===== src/rtl/regwb_decode_scoreboard_pkg.sv =====
// Shared constants for the writeback decode / pending-write scoreboard slice.
package regwb_decode_scoreboard_pkg;

    localparam int unsigned ADDR_W_DEF = 4;
    // Architectural zero register index
    localparam int unsigned ZERO_REG   = 0;

    function automatic int unsigned nreg_of(input int unsigned aw);
        return 32'd1 << aw;
    endfunction

endpackage


===== src/rtl/regwb_decode_scoreboard_if.sv =====
// Issue / writeback / operand-check bundle between the pipeline and the scoreboard.
interface regwb_decode_scoreboard_if
    import regwb_decode_scoreboard_pkg::*;
#(
    parameter int unsigned ADDR_W = ADDR_W_DEF,
    parameter int unsigned CNT_W  = ADDR_W + 1
) ();

    localparam int unsigned NREG = nreg_of(ADDR_W);

    logic              issue_valid;
    logic [ADDR_W-1:0] issue_addr;
    logic              issue_ready;
    logic              wb_valid;
    logic [ADDR_W-1:0] wb_addr;
    logic [NREG-1:0]   wen_onehot;
    logic [NREG-1:0]   pending;
    logic [CNT_W-1:0]  pend_cnt;
    logic [ADDR_W-1:0] src_a_addr;
    logic [ADDR_W-1:0] src_b_addr;
    logic              hazard_a;
    logic              hazard_b;
    logic              err_wb_idle;

    modport master (
        output issue_valid, issue_addr, wb_valid, wb_addr, src_a_addr, src_b_addr,
        input  issue_ready, wen_onehot, pending, pend_cnt, hazard_a, hazard_b, err_wb_idle
    );

    modport slave (
        input  issue_valid, issue_addr, wb_valid, wb_addr, src_a_addr, src_b_addr,
        output issue_ready, wen_onehot, pending, pend_cnt, hazard_a, hazard_b, err_wb_idle
    );

endinterface


===== src/rtl/regwb_decode_scoreboard_onehot_decode.sv =====
// Parametrised ADDR_W -> 2**ADDR_W one-hot decoder with enable and optional zero-register mask.
module onehot_decode
    import regwb_decode_scoreboard_pkg::*;
#(
    parameter int unsigned ADDR_W    = ADDR_W_DEF,
    parameter bit          ZERO_MASK = 1'b1
) (
    input  logic                        en,
    input  logic [ADDR_W-1:0]           addr,
    output logic [nreg_of(ADDR_W)-1:0]  onehot
);

    logic masked;

    assign masked = ZERO_MASK && (addr == ADDR_W'(ZERO_REG));

    // Single bit set for the enabled, unmasked address
    always_comb begin
        onehot = '0;
        if (en && !masked) begin
            onehot[addr] = 1'b1;
        end
    end

endmodule


===== src/rtl/regwb_decode_scoreboard.sv =====
// Writeback one-hot decode plus pending-write scoreboard with WAW stall and RAW hazard flags.
module regwb_decode_scoreboard
    import regwb_decode_scoreboard_pkg::*;
#(
    parameter int unsigned ADDR_W      = ADDR_W_DEF,
    parameter bit          ZERO_REG_RO = 1'b1,
    parameter int unsigned CNT_W       = ADDR_W + 1
) (
    input  logic                       clk,
    input  logic                       reset,
    regwb_decode_scoreboard_if.slave   bus
);

    localparam int unsigned NREG = nreg_of(ADDR_W);

    logic [NREG-1:0]  pending_q, pending_d;
    logic [NREG-1:0]  wen_q;
    logic [NREG-1:0]  set_vec, clr_vec;
    logic [CNT_W-1:0] cnt_q, cnt_d;
    logic             err_q, err_d;
    logic             issue_ready, accept, zero_issue, inc, dec;

    assign zero_issue = ZERO_REG_RO && (bus.issue_addr == ADDR_W'(ZERO_REG));

    // WAW stall: a same-cycle writeback to the destination frees it
    assign issue_ready = zero_issue || !pending_q[bus.issue_addr] ||
                         (bus.wb_valid && (bus.wb_addr == bus.issue_addr));
    assign accept      = bus.issue_valid && issue_ready;

    onehot_decode #(
        .ADDR_W    (ADDR_W),
        .ZERO_MASK (ZERO_REG_RO)
    ) u_set_dec (
        .en     (accept),
        .addr   (bus.issue_addr),
        .onehot (set_vec)
    );

    onehot_decode #(
        .ADDR_W    (ADDR_W),
        .ZERO_MASK (ZERO_REG_RO)
    ) u_clr_dec (
        .en     (bus.wb_valid),
        .addr   (bus.wb_addr),
        .onehot (clr_vec)
    );

    // Scoreboard next state; set wins over clear, counter follows the popcount change
    always_comb begin
        pending_d = (pending_q & ~clr_vec) | set_vec;
        inc       = |(set_vec & ~pending_q);
        dec       = |(clr_vec & pending_q & ~set_vec);
        cnt_d     = cnt_q + CNT_W'(inc) - CNT_W'(dec);
        err_d     = err_q | (|(clr_vec & ~pending_q));
    end

    // State update with synchronous reset priority
    always_ff @(posedge clk) begin
        if (reset) begin
            pending_q <= '0;
            wen_q     <= '0;
            cnt_q     <= '0;
            err_q     <= 1'b0;
        end else begin
            pending_q <= pending_d;
            wen_q     <= clr_vec;
            cnt_q     <= cnt_d;
            err_q     <= err_d;
        end
    end

    assign bus.issue_ready = issue_ready;
    assign bus.wen_onehot  = wen_q;
    assign bus.pending     = pending_q;
    assign bus.pend_cnt    = cnt_q;
    assign bus.err_wb_idle = err_q;
    // Writeback data is forwarded, so a same-cycle writeback hides the hazard
    assign bus.hazard_a    = pending_q[bus.src_a_addr] &&
                             !(bus.wb_valid && (bus.wb_addr == bus.src_a_addr));
    assign bus.hazard_b    = pending_q[bus.src_b_addr] &&
                             !(bus.wb_valid && (bus.wb_addr == bus.src_b_addr));

endmodule


===== src/flat_wrapper.sv =====
// flat-port wrapper written by rule: the top's interface ports become plain ports
module regwb_decode_scoreboard_flat import regwb_decode_scoreboard_pkg::*;
#(
    parameter int unsigned ADDR_W      = ADDR_W_DEF,
    parameter bit          ZERO_REG_RO = 1'b1,
    parameter int unsigned CNT_W       = ADDR_W + 1
)
  (clk, reset, bus_issue_valid, bus_issue_addr, bus_wb_valid, bus_wb_addr, bus_src_a_addr, bus_src_b_addr, bus_issue_ready, bus_wen_onehot, bus_pending, bus_pend_cnt, bus_hazard_a, bus_hazard_b, bus_err_wb_idle);
  regwb_decode_scoreboard_if #(.ADDR_W(ADDR_W), .CNT_W(CNT_W)) bus_i ();
  input  logic clk;
  input  logic reset;
  input wire logic [$bits(bus_i.issue_valid)-1:0] bus_issue_valid;
  input wire logic [$bits(bus_i.issue_addr)-1:0] bus_issue_addr;
  input wire logic [$bits(bus_i.wb_valid)-1:0] bus_wb_valid;
  input wire logic [$bits(bus_i.wb_addr)-1:0] bus_wb_addr;
  input wire logic [$bits(bus_i.src_a_addr)-1:0] bus_src_a_addr;
  input wire logic [$bits(bus_i.src_b_addr)-1:0] bus_src_b_addr;
  output wire logic [$bits(bus_i.issue_ready)-1:0] bus_issue_ready;
  output wire logic [$bits(bus_i.wen_onehot)-1:0] bus_wen_onehot;
  output wire logic [$bits(bus_i.pending)-1:0] bus_pending;
  output wire logic [$bits(bus_i.pend_cnt)-1:0] bus_pend_cnt;
  output wire logic [$bits(bus_i.hazard_a)-1:0] bus_hazard_a;
  output wire logic [$bits(bus_i.hazard_b)-1:0] bus_hazard_b;
  output wire logic [$bits(bus_i.err_wb_idle)-1:0] bus_err_wb_idle;
  assign bus_i.issue_valid = bus_issue_valid;
  assign bus_i.issue_addr = bus_issue_addr;
  assign bus_i.wb_valid = bus_wb_valid;
  assign bus_i.wb_addr = bus_wb_addr;
  assign bus_i.src_a_addr = bus_src_a_addr;
  assign bus_i.src_b_addr = bus_src_b_addr;
  assign bus_issue_ready = bus_i.issue_ready;
  assign bus_wen_onehot = bus_i.wen_onehot;
  assign bus_pending = bus_i.pending;
  assign bus_pend_cnt = bus_i.pend_cnt;
  assign bus_hazard_a = bus_i.hazard_a;
  assign bus_hazard_b = bus_i.hazard_b;
  assign bus_err_wb_idle = bus_i.err_wb_idle;
  regwb_decode_scoreboard #(.ADDR_W(ADDR_W), .ZERO_REG_RO(ZERO_REG_RO), .CNT_W(CNT_W)) u_core (.clk(clk), .reset(reset), .bus(bus_i));
endmodule

===== config.mk =====
export PLATFORM = sky130hd
export DESIGN_NAME = regwb_decode_scoreboard_flat
export DESIGN_NICKNAME = d
export VERILOG_FILES = /design/src/rtl/regwb_decode_scoreboard_pkg.sv /design/src/rtl/regwb_decode_scoreboard_if.sv /design/src/rtl/regwb_decode_scoreboard_onehot_decode.sv /design/src/rtl/regwb_decode_scoreboard.sv /design/src/flat_wrapper.sv
export SDC_FILE = /design/constraint.sdc
export NUM_CORES = 1
export LEC_CHECK = 0
export ABC_AREA = 0
export BUFFER_PORTS_ARGS = -buffer_cell sky130_fd_sc_hd__buf_2
export CAP_MARGIN = 20
export CORE_MARGIN = 2
export CORE_UTILIZATION = 45
export CTS_CLUSTER_SIZE = 20
export DETAILED_ROUTE_END_ITERATION = 10
export PLACE_DENSITY = 0.69
export SLEW_MARGIN = 20
export SYNTH_ARGS = -nofsm -noshare
export SYNTH_HDL_FRONTEND = slang
export SYNTH_SLANG_ARGS = --single-unit

===== constraint.sdc =====
create_clock -name clk -period 4 [get_ports clk]
set_input_delay 0.2 -clock clk [delete_from_list [all_inputs] [get_ports clk]]
set_output_delay 0.2 -clock clk [all_outputs]
set_load 0.01 [all_outputs]

== Word level (Yosys, flattened, before mapping) ==
Cells that the tools add are included.
Operators by class
  mux-type cells: 12
  $add $sub $neg: 2
  bitwise gates (word level): 10
  reduce and logical (&&, ||, !) cells: 22
  magnitude comparators: 6
  eq/ne operators: 3
Operators by type and width (count)
  16-bit AND: 5
  16-bit inverter: 3
  16-bit OR reduction: 3
  16-bit two-way mux: 2
  4-bit by 5-bit < comparator with 1-bit output, second input constant: 4
  16-bit bitwise OR: 1
  1-bit binary-select mux with 4-bit select: 3
  4-bit == test: 3
  1-bit logical AND: 10
  1-bit demux with 4-bit select: 2
  4-bit by 1-bit greater-or-equal comparator with 1-bit output, second input constant: 2
  4-bit zero test: 2
  5-bit by 1-bit adder with 5-bit output: 1
  1-bit zero test: 5
  1-bit two-way mux: 5
  5-bit by 1-bit subtractor with 5-bit output: 1
  1-bit logical OR: 2
  1-bit bitwise OR: 1
Storage, ports and cells
  bits of input ports: 20
  output and inout port bits: 41
  word-level logic and storage cells: 59
  register bits after elaboration: 38

== Depth between registers and ports, before layout ==
  word-level depth: 12
  mapped depth: 16
  gate-level depth less buffers: 14

== Cells and area by module ==
From an unflattened synthesis, not the netlist that was laid out.
Second synthesis, totals
  cell total of the unflattened synthesis: 285
  area, all modules: 2366.0 µm²
By module, submodules not included
  regwb_decode_scoreboard: sequential area each 760.7 µm², area an instance 2133.3 µm², times used 1, cells each 237
  onehot_decode: sequential area each 0.0 µm², area an instance 116.4 µm², times used 2, cells each 24

== Least setup slack after synthesis ==
No wires, ideal clock.
  kind: input -> register
  start point: input port bus_issue_addr[2]
  end point: register u_core.cnt_q[4], in the netlist u_core.bus.pend_cnt[4]
  path buffers: 1
  setup slack: 0.746 ns
  cell stages on the path: 15
  setup time: 0.128 ns
  arrival: 3.126 ns
  data required time: 3.872 ns
  path through: clkbuf_1 or4bb_1 and4_1 o22ai_1 o2111ai_1 nor4_1 nand4_1 ha_1 inv_1 ha_1 fa_1 a21o_1 a21oi_1 xnor2_1 nor2_1
On the way
  cells in the longest elaborated chain, start to end: 12
  elaborated cells on any way between the ends: 24
  classes of those cells: add/sub (2); order compare (2); eq/ne (1); mux (5); bitwise (3); reduce/logical (11)
RTL lines
  from (decl): line flat_wrapper.sv:13  | input wire logic [$bits(bus_i.issue_addr)-1:0] bus_issue_addr;
  1-bit binary-select mux with 4-bit select: line regwb_decode_scoreboard.sv:26  | assign issue_ready = zero_issue || !pending_q[bus.issue_addr] ||
  1-bit two-way mux (implied by the code): line regwb_decode_scoreboard.sv:26
  1-bit zero test: line regwb_decode_scoreboard.sv:26
  1-bit logical OR (2 in a row): line regwb_decode_scoreboard.sv:26
  1-bit logical AND: line regwb_decode_scoreboard.sv:28  | assign accept = bus.issue_valid && issue_ready;
  1-bit logical AND: line regwb_decode_scoreboard_onehot_decode.sv:20  | if (en && !masked) begin
  16-bit two-way mux (*): line regwb_decode_scoreboard_onehot_decode.sv:20
  16-bit AND / 16-bit inverter (equally long branches): line regwb_decode_scoreboard.sv:51, regwb_decode_scoreboard.sv:52
  16-bit OR reduction / 16-bit AND (equally long branches): line regwb_decode_scoreboard.sv:51, regwb_decode_scoreboard.sv:52
  5-bit by 1-bit adder with 5-bit output / 16-bit OR reduction (equally long branches): line regwb_decode_scoreboard.sv:53, regwb_decode_scoreboard.sv:52
  5-bit by 1-bit subtractor with 5-bit output (*): line regwb_decode_scoreboard.sv:53  | cnt_d = cnt_q + CNT_W'(inc) - CNT_W'(dec);
  to (signal assigned): line regwb_decode_scoreboard.sv:67  | cnt_q <= cnt_d;
  to (decl): line regwb_decode_scoreboard.sv:19  | logic [CNT_W-1:0] cnt_q, cnt_d;
Mark *: on every way between the ends. The rest lies on a longest branch, timed or not. The select of a mux whose other input is x is not followed.
A chain may end at the register's enable or synchronous reset.

== Worst setup path after layout ==
  start point: register u_core.pending_q[2], in the netlist u_core.bus.pending[2]
  end point: register u_core.cnt_q[4], in the netlist u_core.bus.pend_cnt[4]
On the way
  cells in the longest elaborated chain, start to end: 12
  elaborated cells on any way between the ends: 17
  classes of those cells: add/sub (2); mux (3); bitwise (5); reduce/logical (7)
RTL lines
  from (decl): line regwb_decode_scoreboard.sv:16  | logic [NREG-1:0] pending_q, pending_d;
  from (signal assigned): line regwb_decode_scoreboard.sv:65  | pending_q <= pending_d;
  1-bit binary-select mux with 4-bit select: line regwb_decode_scoreboard.sv:26
  1-bit two-way mux (implied by the code): line regwb_decode_scoreboard.sv:26
  1-bit zero test: line regwb_decode_scoreboard.sv:26
  1-bit logical OR (2 in a row): line regwb_decode_scoreboard.sv:26
  1-bit logical AND: line regwb_decode_scoreboard.sv:28
  1-bit logical AND: line regwb_decode_scoreboard_onehot_decode.sv:20
  16-bit two-way mux: line regwb_decode_scoreboard_onehot_decode.sv:20
  16-bit AND / 16-bit inverter (equally long branches): line regwb_decode_scoreboard.sv:51, regwb_decode_scoreboard.sv:52
  16-bit OR reduction / 16-bit AND (equally long branches): line regwb_decode_scoreboard.sv:51, regwb_decode_scoreboard.sv:52
  5-bit by 1-bit adder with 5-bit output / 16-bit OR reduction (equally long branches): line regwb_decode_scoreboard.sv:53, regwb_decode_scoreboard.sv:52
  5-bit by 1-bit subtractor with 5-bit output (*): line regwb_decode_scoreboard.sv:53
Marks and branches as above.

==> results.json <==
{
  "hp-class": "primary input to register",
  "worst-path-buf-inv": 1,
  "reg2reg_depth": 14,
  "maxSlewHeadroom": 0.510,
  "clkSlewWorstSetupHoldPaths_ns": 0.07,
  "crit_type": "register to register",
  "clk-insertion-delay-late_ns": 0.30,
  "root_buffer": "clkbuf_8",
  "crit_path_end_kind": "register",
  "final_cell_mix": "buf_2, dfxtp_1, nand2_1",
  "synthArstFlopShare": 0,
  "ir_drop_mv": 0.127,
  "cpMaxStageDelayCell": "fa_1",
  "status": "completed",
  "synth_edf_count": 0,
  "cts_resized": 0,
  "synth.area.mux_share": 0.142,
  "die_h_um": 79.8,
  "final.period_utilization": 0.878,
  "finalMaxSlewViolations": 0,
  "place_inst": 422,
  "met3_length_um": 509,
  "ys_seq_elements": 38,
  "grt_max_degree": 38,
  "worstMarginPinSlew_ns": 0.733,
  "yosys_warnings": 0,
  "grt_first_pass_wirelength_mm": 12.8,
  "tritoncts": "built",
  "dieArea_sq_um": 6360,
  "mappedNetlistArea_sq_um": 2580,
  "cts_sinks": 38,
  "synth_cells": 312,
  "cpPeakStageDelay_ns": 0.42,
  "netlist_top_cells_area": "dfxtp_1, mux4_2, nand2_1, a21oi_1, nor2_1",
  "wl_per_cell_um": 18.8,
  "cp_common_cell": "ha_1",
  "cts_hold_buf": 0,
  "drive_gt1_frac": 0.254,
  "synth_compound_area_frac": 0.143,
  "layout.nets": 383,
  "first_global_vias": 2415,
  "ios": 61,
  "final_common_cell": "buf_2",
  "path_depth": 14,
  "drt_iter0_markers": 261,
  "finalHoldViolations": 0,
  "synth_nets": 338,
  "numCtsBuffers": 5,
  "wirelength_mm": 8.10,
  "clk_path_buf_depth": 2,
  "synth_top_family_by_area": "simple AND/OR/NAND/NOR gates",
  "synth_simple_gate_area_frac": 0.277,
  "diodes": 0,
  "gp_congestion": 0.889,
  "initial_utilization": 0.466,
  "avgSynthCellArea_sq_um": 8.28,
  "fin_worst_skew_ns": 0.00725,
  "h-tree-depth": 2,
  "io_buffer_count": 60,
  "yosysTopAreaCell": "dfxtp_1",
  "vias": 2531,
  "rows": 27,
  "die_x_um": 79.8,
  "drt-pass1-iter-count": 5,
  "viasPerCell": 5.89,
  "hpwlAfterDp_mm": 5.97,
  "wl_met1_mm": 3.67,
  "maxCapViolCount": 0,
  "power_density_nw_per_um2": 304,
  "rsz0062_at_grt": "no",
  "synth_flop_cell": "dfxtp_1",
  "setup_viol": 0,
  "wl_met2_mm": 3.78,
  "synthAdderAreaFrac": 0.0320,
  "antenna_found_initial": 0,
  "synth-seq-area-share": 0.294,
  "synth_top_cell_area_share": 0.294,
  "stdcell_count": 430,
  "synthToLayoutAreaGrowth_pct": 15.8,
  "overflow": 0,
  "core_area_sq_um": 5540,
  "yosysUniqueCellTypes": 53,
  "finalCriticalPeriod_ns": 3.51,
  "whs_path_depth": 3,
  "worstPathMaxFanout": 9,
  "antenna_left": 0,
  "path_delay_family": "compound AO/OA/AOI/OAI gates",
  "finalSetupTns_ns": 0,
  "arrival_ns": 3.67,
  "crit_chain": "mux2_1 > a221o_1 > o22ai_4 > a21boi_2 > o21ai_0 > nand4_1 > ha_1 > inv_1 > ha_1 > fa_1 > a21o_1 > a21oi_1 > xnor2_1 > nor2_1",
  "drc": 0,
  "synth_xor_xnor_area_share": 0.0542,
  "routed.top_layer": "met4",
  "p_leak_uw": 0.00127,
  "worstPathRequired_ns": 4.16,
  "timing.fmax_ghz": 0.285,
  "post_cts_buffers": 0,
  "critical_path.startpoint_type": "register",
  "track_usage": 0.269
}
-- power by group --
group / internal [uW] / total (uW) / switching, uW
logic: 94.1 / 223 / 128
registers: 397 / 412 / 15.4
clock network: 139 / 276 / 137
total: 630 / 911 / 281
-- registers in the layout (all words and copies together) (netlist names) --
| signal | count |
|---|---|
| u_core.bus.pending | 16 |
| u_core.bus.wen_onehot | 16 |
| u_core.bus.err_wb_idle | 1 |
| u_core.bus.pend_cnt | 5 |
-- final cells by class --
cell class	instances	area [sq um]
Multi-Input combinational cell	239	1680
Inverter	8	30.0
Timing Repair Buffer	65	338
Clock buffer	7	86.3
Tap cell	72	90.1
Clock inverter	1	5.00
Fill cell	551	2550
Sequential cell	38	761
-- through the flow --
stage	total power [uW]	utilization	hold slack [ns]	cell area, sq um	setup slack, ns
2_1_floorplan	578	-	0.418	2580	0.746
3_3_place_gp	638	0.523	0.526	2900	0.429
3_5_place_dp	642	0.523	0.524	2900	0.370
4_1_cts	914	0.540	0.254	2990	0.480
5_1_grt	960	0.540	0.263	2990	0.299
6_report	911	0.540	0.254	2990	0.489
-- synth_stat cells, drive strengths merged (2+ instances only) --
cell type,count
o2111ai,2
or3,5
xor2,8
nand2b,5
nand4,11
o21ai,8
buf,5
and2,2
mux2,3
nand3,13
nand3b,4
clkbuf,22
and4,2
nor3,9
xnor2,8
a21boi,2
o41a,2
o22ai,6
nor2b,10
inv,8
and3b,2
a2111oi,2
a21o,2
a21oi,24
ha,5
a22oi,2
dfxtp,38
nand2,35
and3,6
nor4,3
nor2,27
mux2i,6
mux4,12
-- cells by family (layout without fill, tap and decap cells) --
logic type,after synthesis,in the layout
and+or+nand+nor,139,139
AOI/OAI and AO/OA,56,56
muxes,21,21
other,1,1
adders and majority gates,6,6
DFF,38,38
xor gates and xnor gates,16,16
buffers and inverters,35,81
-- per-layer routing --
layer / vias to the layer above / GRT usage
li1: 1209 / -
met1: 1214 / 0.373
met2: 96 / 0.434
met3: 12 / 0.0385
met4: 0 / 0.0864
met5: - / 0
-- final timing paths --
kind                                            start                endpoint  slack, ns
worst max-delay path            u_core.bus.pending[2]  u_core.bus.pend_cnt[4]       0.49
worst min-delay path                  bus_issue_valid   u_core.bus.pending[9]       0.25
worst max register to register  u_core.bus.pending[2]  u_core.bus.pend_cnt[4]       0.49
worst min register to register  u_core.bus.pending[0]   u_core.bus.pending[0]       0.54
-- tightest hold or removal path, delay by kind of cell --
kind / cells / cell delay, ns
buffers and inverters: 1 / 0.16
and+or+nand+nor: 1 / 0.08
AOI/OAI and AO/OA: 1 / 0.06
No activity file was read; power rests on OpenSTA's default activity.
